## config.mk

```make
export PLATFORM = sky130hd
export DESIGN_NAME = divmmc_ctrl
export DESIGN_NICKNAME = d
export VERILOG_FILES = /design/src/rtl/divmmc_ctrl.sv
export SDC_FILE = /design/constraint.sdc
export NUM_CORES = 1
export LEC_CHECK = 0
export ABC_AREA = 1
export CORE_ASPECT_RATIO = 0.75
export CORE_MARGIN = 8
export CORE_UTILIZATION = 25
export CTS_BUF_LIST = sky130_fd_sc_hd__clkbuf_8 sky130_fd_sc_hd__clkbuf_16
export DETAILED_ROUTE_END_ITERATION = 10
export PLACE_DENSITY = 0.52
export SYNTH_ARGS = -nofsm -noshare
export SYNTH_HDL_FRONTEND = slang
export SYNTH_SLANG_ARGS = --single-unit
```

## constraint.sdc

```tcl
create_clock -name clock_i -period 1.37 [get_ports clock_i]
set_input_delay 0.274 -clock clock_i [delete_from_list [all_inputs] [get_ports clock_i]]
set_output_delay 0.274 -clock clock_i [all_outputs]
set_load 0.02 [all_outputs]
```

## src/rtl/divmmc_ctrl.sv

```systemverilog
// divMMC control stage: decodes Z80 I/O writes and opcode fetches into the paging
// controls for 0000-3FFF, and runs the mode-0 SPI port to the SD card.
module divmmc_ctrl #(
    parameter int SPI_DIV  = 1,
    parameter bit NMI_TRAP = 1'b1
) (
    input  logic        clock_i,
    input  logic        reset_i,
    input  logic        mreq_i,
    input  logic        iorq_i,
    input  logic        rd_i,
    input  logic        wr_i,
    input  logic        m1_i,
    input  logic [15:0] a_i,
    input  logic [7:0]  di_i,
    output logic [7:0]  do_o,
    output logic        ioe_o,
    output logic        div_map_o,
    output logic        div_ram_o,
    output logic [3:0]  div_page_o,
    output logic        spi_cs_o,
    output logic        spi_ck_o,
    output logic        spi_do_o,
    input  logic        spi_di_i
);

    localparam int CW = (SPI_DIV > 1) ? $clog2(SPI_DIV) : 1;
    localparam logic [CW-1:0] DIV_LOAD = CW'(SPI_DIV - 1);

    typedef enum logic [1:0] {
        PEND_NONE  = 2'd0,
        PEND_MAP   = 2'd1,
        PEND_UNMAP = 2'd2
    } pend_t;

    logic          io_wr_q, io_rd_q, fetch_q;
    logic          conmem_q, mapram_q, automap_q, cs_q;
    logic [3:0]    page_q;
    pend_t         pend_q, pend_d;
    logic          automap_d;

    logic          busy_q, sck_q;
    logic [CW-1:0] div_cnt_q;
    logic [2:0]    bit_cnt_q;
    logic [7:0]    tx_q, shift_q, rx_q;

    logic io_wr, io_rd, fetch;
    logic wr_stb, rd_stb, fetch_stb;
    logic port_e3, port_e7, port_eb;
    logic trap_hit, automap_hit, unmap_hit;
    logic spi_start;

    assign io_wr     = !iorq_i && !wr_i;
    assign io_rd     = !iorq_i && !rd_i;
    assign fetch     = !m1_i && !mreq_i;
    assign wr_stb    = io_wr && !io_wr_q;
    assign rd_stb    = io_rd && !io_rd_q;
    assign fetch_stb = fetch && !fetch_q;

    assign port_e3 = (a_i[7:0] == 8'hE3);
    assign port_e7 = (a_i[7:0] == 8'hE7);
    assign port_eb = (a_i[7:0] == 8'hEB);

    assign trap_hit = (a_i == 16'h0000) || (a_i == 16'h0008) || (a_i == 16'h0038) ||
                      (a_i == 16'h04C6) || (a_i == 16'h0562) ||
                      (NMI_TRAP && (a_i == 16'h0066));
    assign automap_hit = (a_i[15:8] == 8'h3D);
    assign unmap_hit   = (a_i[15:3] == 13'h03FF);

    assign spi_start = !busy_q && port_eb && (wr_stb || rd_stb);

    // 3D00-3DFF maps at once and drops any pending request, so a stale UNMAP cannot undo it.
    always_comb begin
        automap_d = automap_q;
        pend_d    = pend_q;
        if (fetch_stb) begin
            if (automap_hit) begin
                automap_d = 1'b1;
                pend_d    = PEND_NONE;
            end else if (trap_hit) begin
                pend_d = PEND_MAP;
            end else if (unmap_hit) begin
                pend_d = PEND_UNMAP;
            end
        end else if (m1_i && (pend_q != PEND_NONE)) begin
            automap_d = (pend_q == PEND_MAP);
            pend_d    = PEND_NONE;
        end
    end

    always_ff @(posedge clock_i) begin
        if (reset_i) begin
            io_wr_q   <= 1'b0;
            io_rd_q   <= 1'b0;
            fetch_q   <= 1'b0;
            conmem_q  <= 1'b0;
            mapram_q  <= 1'b0;
            page_q    <= 4'd0;
            cs_q      <= 1'b1;
            automap_q <= 1'b0;
            pend_q    <= PEND_NONE;
        end else begin
            io_wr_q   <= io_wr;
            io_rd_q   <= io_rd;
            fetch_q   <= fetch;
            automap_q <= automap_d;
            pend_q    <= pend_d;
            if (wr_stb && port_e3) begin
                conmem_q <= di_i[7];
                mapram_q <= mapram_q | di_i[6];
                page_q   <= di_i[3:0];
            end
            if (wr_stb && port_e7) begin
                cs_q <= di_i[0];
            end
        end
    end

    // Rising SCK samples MISO, falling SCK shifts MOSI; the 8th fall ends the byte.
    always_ff @(posedge clock_i) begin
        if (reset_i) begin
            busy_q    <= 1'b0;
            sck_q     <= 1'b0;
            div_cnt_q <= '0;
            bit_cnt_q <= 3'd0;
            tx_q      <= 8'hFF;
            shift_q   <= 8'hFF;
            rx_q      <= 8'hFF;
        end else if (spi_start) begin
            busy_q    <= 1'b1;
            sck_q     <= 1'b0;
            div_cnt_q <= DIV_LOAD;
            bit_cnt_q <= 3'd0;
            tx_q      <= wr_stb ? di_i : 8'hFF;
        end else if (busy_q) begin
            if (div_cnt_q == '0) begin
                div_cnt_q <= DIV_LOAD;
                sck_q     <= !sck_q;
                if (!sck_q) begin
                    shift_q <= {shift_q[6:0], spi_di_i};
                end else begin
                    tx_q      <= {tx_q[6:0], 1'b1};
                    bit_cnt_q <= bit_cnt_q + 3'd1;
                    if (bit_cnt_q == 3'd7) begin
                        busy_q <= 1'b0;
                        rx_q   <= shift_q;
                    end
                end
            end else begin
                div_cnt_q <= div_cnt_q - 1'b1;
            end
        end
    end

    assign do_o       = rx_q;
    assign ioe_o      = io_rd && port_eb;
    assign div_map_o  = conmem_q || automap_q;
    assign div_ram_o  = mapram_q && !conmem_q;
    assign div_page_o = page_q;
    assign spi_cs_o   = cs_q;
    assign spi_ck_o   = sck_q;
    assign spi_do_o   = tx_q[7];

endmodule

```

==> results of run 1 <==
critical path, delay by kind of cell (launching register included):
family / cells / cell delay [ns]
AND/OR/NAND/NOR: 3 / 0.62
flip-flops: 1 / 0.31
AO/OA/AOI/OAI: 2 / 0.22
buffers and inverters: 1 / 0.16
logic make-up (layout without fill, tap and decap cells):
kind of cell | count (synthesis) | in the layout
AND/OR/NAND/NOR | 168 | 168
flip-flops | 42 | 42
buffers and inverters | 35 | 118
AO/OA/AOI/OAI | 27 | 27
adder cells (fa/ha/maj) | 2 | 2
XOR/XNOR | 1 | 1
cell usage in the layout, fill, tap and decap left out, drive strengths merged:
cell and n:
a211oi 5, a21oi 7, a221oi 1, and3 1
buf 33, bufinv 1, clkbuf 12, clkdlybuf4s15 2
clkdlybuf4s50 12, clkinv 2, clkinvlp 1, dfxtp 42
dlygate4sd2 18, dlymetal6s2s 8, ha 2, inv 29
nand2 97, nand3 29, nand4 1, nor2 23
nor3 5, nor3b 2, nor4 3, o211ai 1
o21ai 13, or2 5, or3 2, xor2 1
per-stage QoR:
stage	area (sq um)	utilization, %	power (mW)	hold slack [ns]
final	3040	40.9	2.52	0.284
after global routing	3040	40.9	2.65	0.291
after CTS	2910	39.2	2.53	0.277
after detailed placement	2730	36.7	1.50	0.444
after global placement	2730	36.7	1.50	0.439
after floorplan	1940	-	1.33	0.347
power breakdown:
part / switching (mW) / total (mW) / leakage [nW] / internal (mW)
clock: 0.471 / 1.03 / 0.0563 / 0.556
sequential: 0.00231 / 1.23 / 0.340 / 1.22
combinational: 0.134 / 0.271 / 1.08 / 0.137
worst paths after layout:
| kind | from | end | depth (start not counted) |
|---|---|---|---|
| setup / recovery | io_wr_q | tx_q[2] | 6 |
| hold reg to reg | tx_q[6] | tx_q[6] | 2 |
| setup reg to reg | io_wr_q | tx_q[2] | 6 |
| hold / removal | wr_i | io_wr_q | 2 |
sequential cells by signal, summed over array words and instances (netlist names):
signal	flops
automap_q	1
bit_cnt_q	3
busy_q	1
conmem_q	1
div_page_o	4
do_o	8
fetch_q	1
io_rd_q	1
io_wr_q	1
mapram_q	1
pend_q	2
shift_q	8
spi_ck_o	1
spi_cs_o	1
tx_q	8
routing by layer:
layer	vias up	share of wire, %	global-route usage, %
li1	1051	-	-
met1	903	50	13.5
met2	31	46	16.0
met3	4	3.8	2.82
met4	0	1.0	3.51
met5	-	0	0
area by class of cell:
class                      count  area [sq um]  area share, %
clock buffer                   5          68.8           2.26
clock inverter                 3          48.8           1.61
inverter                      30           115           3.79
multi-input combinational    198          1120           36.9
sequential                    42           842           27.7
tap                          101           126           4.16
timing repair buffer          80           716           23.5
timing repair:
item | 4_1_cts | 5_1_grt
hold endpoints to repair | 0 | 0
endpoints found under the setup margin | 40 | 26
buffers inserted | 1 | 4
pin swaps | 19 | 24
resized for setup | 72 | 52
==> run_results.csv, run 1 <==
group,metric,value,unit
outcome,status,"finished with violations",
outcome,violations,"negative setup slack",
clocking,cts_tree,"done",
floorplanning,pin_count,50,
power,ir_drop,510,uV
route,wl,5450,microns
placement,globalplace.congestion,0.802,
synthesis,synthTopCellsByCount,"nand2_1, dfxtp_1, nand3_1",
route,drc,0,
synthesis,yosys_register_bits,42,
setup_path,crit_chain,"or3_4 > o21ai_4 > nand3_4 > buf_6 > o21ai_2 > nand3_1",
placement,io_buffers,49,
setup_path,crit_fanout,7,
route,routedWlPerCell,11.9,microns
clocking,cts_htree_levels,2,
setup_path,critPathArrivalTime,1.59,ns
cells_and_area,nets,391,
timing,final_hold_viol_count,0,
placement,dp.final_hpwl,4060,microns
timing,worstMarginPinSlew,0.298,ns
floorplanning,start_util,26.1,%
timing,timing.fmax,706,MHz
floorplanning,fp.dieW,118,microns
synthesis,yosys.area.top_type_share,43.4,%
synthesis,synth_area_leaders,"dfxtp_1, nand2_1, nand3_1, inv_1, nor2_1",
synthesis,ys_types,33,
flow_run,max_cap_violations,0,
clocking,cts_inserted_buffers,5,
timing,skew,0.0165,ns
cells_and_area,syn_to_final_growth,56.8,%
floorplanning,die_area,10900,sq um
setup_path,slowest_stage,"or3_4",
floorplanning,row_count,27,
floorplanning,die_y,92.3,microns
setup_path,cp-end-kind,"flip-flop",
cells_and_area,antenna_cells,0,
clocking,clock_path_buffers,2,
global_route,grt_pass1_vias,1955,
setup_path,startpoint_type,"flip-flop",
route,drt_iter0_drc,113,
clocking,worstSkewPairLatency,0.30,ns
floorplanning,core_area,7430,sq um
setup_path,worstSetupPathType,"flip-flop to flip-flop",
global_route,grt.total_usage,10.3,%
timing,fin_setup_tns,-0.132,ns
route,firstDrtPassIters,4,
clocking,cts-root-buf,"clkbuf_8",
synthesis,synth-edff-count,0,
synthesis,syn_avg_cell_area,7.05,sq um
route,vias,1989,
synthesis,synth_warnings,0,
clocking,clock_sinks,42,
synthesis,ys_async_sr_fraction,0,%
timing,rsz0062_at_grt,"yes",
synthesis,syn-cell-area,1940,sq um
setup_path,rrSetupSlack,-0.05,ns
synthesis,synth_seq_area_share,43.4,%
synthesis,synth_top_area_cell,"dfxtp_1",
timing,min_period,1.42,ns
hold_path,hold_path_class,"primary input to flip-flop",
clocking,cts_hold_buf,0,
setup_path,required,1.55,ns
setup_path,slowest_delay,0.42,ns
timing,finalSetupViolCount,7,
global_route,overflow,0,
cells_and_area,drive_above_1_share,29.9,%
cells_and_area,layout.cells.non_filler,459,
synthesis,syn_inst,275,
timing,setup_slack,-0.0455,ns
placement,dp_cells,447,
synthesis,synth_fa_ha_area_share,1.29,%
route,antenna_left,0,
synthesis,yosysMostFrequentCell,"nand2_1",
placement,post-place-ws,-0.873,ns
power,p_leak,1.48,nW
synthesis,syn_nets,309,
timing,slew_violations,0,
synthesis,synth_xor_area_share,0.452,%
global_route,grt_max_degree,17,
synthesis,synth_mux_area_share,0,%
global_route,grt_pass1_wl,9380,microns
synthesis,synth-simple-area-share,38.3,%
synthesis,synth-compound-area-share,9.17,%
cells_and_area,fill_cells,777,
power,powerDensity,831,nW/um^2
global_route,antenna_found_initial,0,
timing,period_share,103,%
route,avgViaCountPerCell,4.33,
clocking,clk_pin_slew,0.08,ns
synthesis,synth_top_family_by_area,"simple AND/OR/NAND/NOR gates",
synthesis,ys.flop_type,"dfxtp_1",
timing,slew-limit-headroom,80.0,%
(Power assumes the default switching activity.)
==> run 2, diff against run 1 <==
--- a/config.mk
+++ b/config.mk
@@ -11,7 +11,8 @@
 export CORE_UTILIZATION = 25
 export CTS_BUF_LIST = sky130_fd_sc_hd__clkbuf_8 sky130_fd_sc_hd__clkbuf_16
 export DETAILED_ROUTE_END_ITERATION = 10
-export PLACE_DENSITY = 0.52
+export DONT_BUFFER_PORTS = 1
+export PLACE_DENSITY = 0.44
 export SYNTH_ARGS = -nofsm -noshare
 export SYNTH_HDL_FRONTEND = slang
 export SYNTH_SLANG_ARGS = --single-unit
==> run 2 against run 1 <==
- the flow now finishes without violations
- clock power fell by 19%
- sequential share of layout area rose by 8.2 points
- first-iteration DRC count fell by 37%
- count of clock-buffer cells in the layout did not move
- design area fell by 23%
- fmax rose by 4.8%
- combinational power fell by 58%
- non-clock buffer count fell by 61
- global-route usage fell by 1.1 points
- die area did not move
- critical path type unchanged
- largest cell class unchanged
==> run_results.csv, run 2 (synthesized netlist as in run 1, its figures left out) <==
group,metric,value,unit
timing,slew-limit-headroom,71.1,%
setup_path,startpoint_type,"flip-flop",
global_route,grt_max_degree,17,
clocking,cts_hold_buf,0,
floorplanning,die_area,10900,sq um
setup_path,reg2regPathDepth,5,
floorplanning,die_y,92.3,microns
timing,finalSetupViolCount,0,
setup_path,slowest_stage,"or3_4",
hold_path,hold-path-cell-count,1,
route,antenna_left,0,
clocking,worstSkewPairLatency,0.30,ns
clocking,cts_htree_levels,2,
route,drc,0,
clocking,cts-root-buf,"clkbuf_8",
power,p_leak,1.11,nW
route,firstDrtPassIters,4,
route,drt_iter0_drc,71,
global_route,grt_pass1_vias,1619,
floorplanning,core_area,7430,sq um
setup_path,crit_family,"simple AND/OR/NAND/NOR gates",
floorplanning,row_count,27,
cells_and_area,antenna_cells,0,
setup_path,crit_chain,"or3_4 > inv_1 > nand4_1 > a21oi_1 > o21ai_0",
power,switchingPower,0.546,mW
timing,rsz0062_at_grt,"yes",
power,power_frac_clock,38.5,%
clocking,cts_inserted_buffers,5,
timing,min_period,1.35,ns
power,switching_share,25.1,%
cells_and_area,nets,330,
placement,io_buffers,0,
power,ir_drop,369,uV
hold_path,hold_path_class,"primary input to flip-flop",
cells_and_area,syn_to_final_growth,20.7,%
timing,slew_violations,0,
setup_path,required,1.55,ns
route,routedWlPerCell,12.5,microns
power,powerDensity,932,nW/um^2
clocking,clock_path_buffers,2,
global_route,antenna_found_initial,0,
setup_path,critPathArrivalTime,1.53,ns
placement,dp.final_hpwl,3820,microns
route,vias,1731,
global_route,grt.total_usage,9.17,%
placement,globalplace.congestion,0.788,
floorplanning,start_util,26.1,%
global_route,grt_pass1_wl,8120,microns
timing,final_hold_viol_count,0,
clocking,clock_sinks,42,
flow_run,max_cap_violations,0,
global_route,overflow,0,
setup_path,slowest_delay,0.38,ns
cells_and_area,final_common_cell,"nand2_1",
timing,period_share,98.6,%
cells_and_area,layout_common_cells,"nand2_1, dfxtp_1, nand3_1, inv_1, nor2_1",
outcome,status,"finished clean",
setup_path,crit_fanout,6,
timing,timing.fmax,740,MHz
floorplanning,fp.dieW,118,microns
clocking,clk_pin_slew,0.09,ns
setup_path,critPathBufInv,1,
setup_path,crit_cells,5,
clocking,cts_tree,"done",
cells_and_area,post-route-util,31.5,%
route,wl,4990,microns
timing,worstMarginPinSlew,0.432,ns
timing,whs,0.0388,ns
route,avgViaCountPerCell,4.35,
power,pwr-share-comb,5.2,%
power,seqPwrFrac,56.3,%
setup_path,worstSetupPathType,"flip-flop to flip-flop",
power,internal_power,1.63,mW
cells_and_area,drive_above_1_share,19.9,%
timing,skew,0.00849,ns
setup_path,cp-end-kind,"flip-flop",
floorplanning,pin_count,50,
run 2: cell types whose count changed in the layout (fill, tap and decap cells not counted), moves of 6 or more:
cell	delta
nand2_1	+8
nor2_1	+6
dlymetal6s2s_1	-8
clkbuf_2	-7
clkdlybuf4s50_1	-12
buf_6	-8
dlygate4sd2_1	-18
nand2_2	-6
buf_4	-7
run 2: final timing paths:
path / end / startpoint / slack [ns]
max: spi_cs_o / io_wr_q / 0.02
min: io_wr_q / iorq_i / 0.04
max reg2reg: spi_cs_o / io_wr_q / 0.02
min reg2reg: mapram_q / mapram_q / 0.46
run 2: per-stage QoR:
step | cell area [sq um] | setup WS (ns) | total power [mW] | instances | TNS [ns]
after floorplan | 1940 | 0.0193 | 1.33 | 275 | 0
final | 2340 | 0.0192 | 2.18 | 398 | 0
after global placement | 2150 | -0.0390 | 1.36 | 385 | -0.234
after CTS | 2290 | -0.000487 | 2.23 | 396 | -0.000560
after detailed placement | 2150 | -0.0681 | 1.36 | 385 | -0.600
after global routing | 2340 | -0.0625 | 2.29 | 398 | -0.466
run 2: area by class of cell:
type                       count  area [sq um]
clock inverter                 3          25.0
timing repair buffer          19           159
multi-input combinational    198          1010
tap                          101           126
clock buffer                   5          68.8
fill                         838          5090
sequential                    42           841
inverter                      30           113
run 2: worst register-to-register path: cells and delay by family, from the launching register on:
| kind | cells | cell delay, ns |
|---|---|---|
| and+or+nand+nor | 2 | 0.54 |
| AOI/OAI and AO/OA | 2 | 0.22 |
| buffers and inverters | 1 | 0.18 |
| DFF | 1 | 0.31 |
run 2: repair_timing:
| item | in CTS | in global routing |
|---|---|---|
| endpoints found under the setup margin | 10 | 18 |
| gates resized for setup | 5 | 11 |
| setup buffers | 3 | 2 |
| pin swaps | 0 | 2 |
run 2: power groups by stage:
stage | registers, mW | clock network, mW | logic [mW]
2_1_floorplan | 1.25 | 0 | 0.0796
3_3_place_gp | 1.26 | 0 | 0.106
3_5_place_dp | 1.26 | 0 | 0.106
4_1_cts | 1.23 | 0.892 | 0.110
5_1_grt | 1.23 | 0.936 | 0.129
6_report | 1.23 | 0.839 | 0.114
run 2: routing by layer:
layer	part of all wire, %	up-vias	track usage, %	wire length (microns)
met4	1.1	0	3.19	54
met2	42	35	13.3	2080
met1	50	770	12.0	2510
met5	0	-	0	0
li1	-	921	-	-
met3	7.0	5	3.67	347
==> run 3, diff against run 2 <==
--- a/config.mk
+++ b/config.mk
@@ -12,7 +12,7 @@
 export CTS_BUF_LIST = sky130_fd_sc_hd__clkbuf_8 sky130_fd_sc_hd__clkbuf_16
 export DETAILED_ROUTE_END_ITERATION = 10
 export DONT_BUFFER_PORTS = 1
-export PLACE_DENSITY = 0.44
+export PLACE_DENSITY = 0.42
 export SYNTH_ARGS = -nofsm -noshare
 export SYNTH_HDL_FRONTEND = slang
 export SYNTH_SLANG_ARGS = --single-unit
==> constraint.sdc (replaced) <==
create_clock -name clock_i -period 1.5 [get_ports clock_i]
set_input_delay 0.3 -clock clock_i [delete_from_list [all_inputs] [get_ports clock_i]]
set_output_delay 0.3 -clock clock_i [all_outputs]
set_load 0.02 [all_outputs]
==> run 3 against run 2 <==
- sequential cell count did not move
- non-clock buffer count decreased by 9
- via count decreased by 2.9%
- setup slack better by 0.10 ns
- design area is 3.4% lower
- highest routed layer unchanged
- largest cell class unchanged
- worst hold slack improved by 0.026 ns
- critical endpoint is now tx_q[5]
- die area unchanged
- utilization is 1.1 points lower
- clock power grew 29%
- first-iteration DRC count increased by 42%
==> run_results.csv, run 3 (synthesized netlist as in run 1, its figures left out) <==
group,metric,value,unit
timing,final_hold_viol_count,0,
setup_path,rrSetupSlack,0.12,ns
cells_and_area,antenna_cells,0,
timing,slew-limit-headroom,71.7,%
timing,skew,0.00939,ns
cells_and_area,layout_common_cells,"nand2_1, dfxtp_1, nand3_1, inv_1, nor2_1",
setup_path,cp-end-kind,"flip-flop",
cells_and_area,syn_to_final_growth,16.6,%
setup_path,slowest_stage,"or3_4",
route,wl,4990,microns
floorplanning,row_count,27,
floorplanning,core_area,7430,sq um
clocking,cts_htree_levels,2,
cells_and_area,design_area,2260,sq um
hold_path,hp-start,"reset_i",
clocking,cts-root-buf,"clkbuf_8",
cells_and_area,drive_above_1_share,12.8,%
setup_path,timing.rr.end,"tx_q[5]",
clocking,cts_tree,"done",
global_route,grt_pass1_vias,1614,
clocking,post_cts_buffers,0,
cells_and_area,layout.cells.non_filler,389,
clocking,worstSkewPairLatency,0.29,ns
floorplanning,die_y,92.3,microns
setup_path,critPathArrivalTime,1.55,ns
timing,fin_setup_tns,0,ns
route,avgViaCountPerCell,4.32,
floorplanning,start_util,26.1,%
global_route,grt.total_usage,9.29,%
flow_run,max_cap_violations,0,
clocking,clock_path_buffers,2,
global_route,overflow,0,
timing,finalSetupViolCount,0,
cells_and_area,post-route-util,30.4,%
global_route,grt_pass1_wl,8340,microns
clocking,clock_sinks,42,
floorplanning,die_area,10900,sq um
timing,min_period,1.38,ns
outcome,status,"finished clean",
timing,rsz0062_at_grt,"no",
setup_path,slowest_delay,0.36,ns
hold_path,hold_path_class,"primary input to flip-flop",
cells_and_area,nets,321,
setup_path,r2r-start,"io_wr_q",
placement,post-place-ws,0.0697,ns
setup_path,required,1.68,ns
placement,globalplace.congestion,0.800,
global_route,grt_max_degree,17,
timing,worstMarginPinSlew,0.422,ns
setup_path,critPathBufInv,1,
floorplanning,pin_count,50,
route,antenna_left,0,
timing,timing.fmax,726,MHz
global_route,antenna_found_initial,0,
hold_path,hold-path-cell-count,1,
placement,io_buffers,0,
setup_path,crit_family,"simple AND/OR/NAND/NOR gates",
timing,period_share,91.8,%
power,ir_drop,538,uV
route,drc,0,
power,p_total,2.29,mW
setup_path,crit_chain,"or3_4 > o21ai_2 > nand3_4 > buf_12 > o21ai_1 > nand3_1",
hold_path,holdPathEnd,"mapram_q",
power,powerDensity,1010,nW/um^2
cells_and_area,final_common_cell,"nand2_1",
setup_path,crit_fanout,16,
clocking,clk_pin_slew,0.09,ns
route,drt_iter0_drc,101,
clocking,cts_inserted_buffers,5,
timing,whs,0.0651,ns
route,vias,1681,
clocking,cts-resized-gates,0,
route,firstDrtPassIters,4,
route,routedWlPerCell,12.8,microns
timing,setup_slack,0.124,ns
setup_path,startpoint_type,"flip-flop",
placement,dp_cells,381,
setup_path,worstSetupPathType,"flip-flop to flip-flop",
setup_path,reg2regPathDepth,6,
placement,dp.final_hpwl,3870,microns
floorplanning,fp.dieW,118,microns
power,p_leak,1.08,nW
placement,post_dp_cell_area,2120,sq um
clocking,cts_hold_buf,0,
timing,slew_violations,0,
## run 3: changes by cell type in the layout (fill, tap and decap cells not counted), moves of 2 or more
cell / change
o21ai_2: -5
buf_4: -8
bufinv_16: +2
inv_1: +2
nand2_2: -3
nand2_1: +3
o21ai_1: +6
inv_2: -2
## run 3: per-layer routing
metal / up-vias / share of wire (%) / track usage, %
met2: 27 / 40 / 13.1
li1: 907 / - / -
met5: - / 0 / 0
met4: 0 / 0.38 / 2.23
met1: 745 / 53 / 12.7
met3: 2 / 6.3 / 3.86
## run 3: power breakdown
| group | leakage (nW) | switching, mW | internal (mW) |
|---|---|---|---|
| sequential | 0.340 | 0.00184 | 1.12 |
| combinational | 0.672 | 0.0596 | 0.0300 |
| clock | 0.0683 | 0.413 | 0.667 |
| total | 1.08 | 0.475 | 1.82 |
## run 3: cell type report
| cell class | count | area, sq um |
|---|---|---|
| repair buffers | 10 | 87.6 |
| fillers | 853 | 5170 |
| multi-input cells | 198 | 955 |
| well taps | 101 | 126 |
| inverters | 30 | 113 |
| flip-flops and latches | 42 | 841 |
| clock inverters | 3 | 68.8 |
| clock buffers | 5 | 68.8 |
## run 3: worst max-delay path by stage
stage / startpoint / to / slack [ns] / cells past startpoint
CTS: io_wr_q / tx_q[5] / 0.12 / 6
finish: io_wr_q / tx_q[5] / 0.12 / 6
global placement: wr_i / tx_q[5] / 0.09 / 6
floorplan: wr_i / tx_q[4] / 0.12 / 6
detailed placement: wr_i / tx_q[5] / 0.07 / 6
global route: io_wr_q / tx_q[5] / 0.05 / 6
## run 3: worst register-to-register path, cell delays in order (launching register included)
cell,delay (ns)
dfxtp_1,0.30
or3_4,0.36
o21ai_2,0.10
nand3_4,0.10
buf_12,0.16
o21ai_1,0.15
nand3_1,0.08
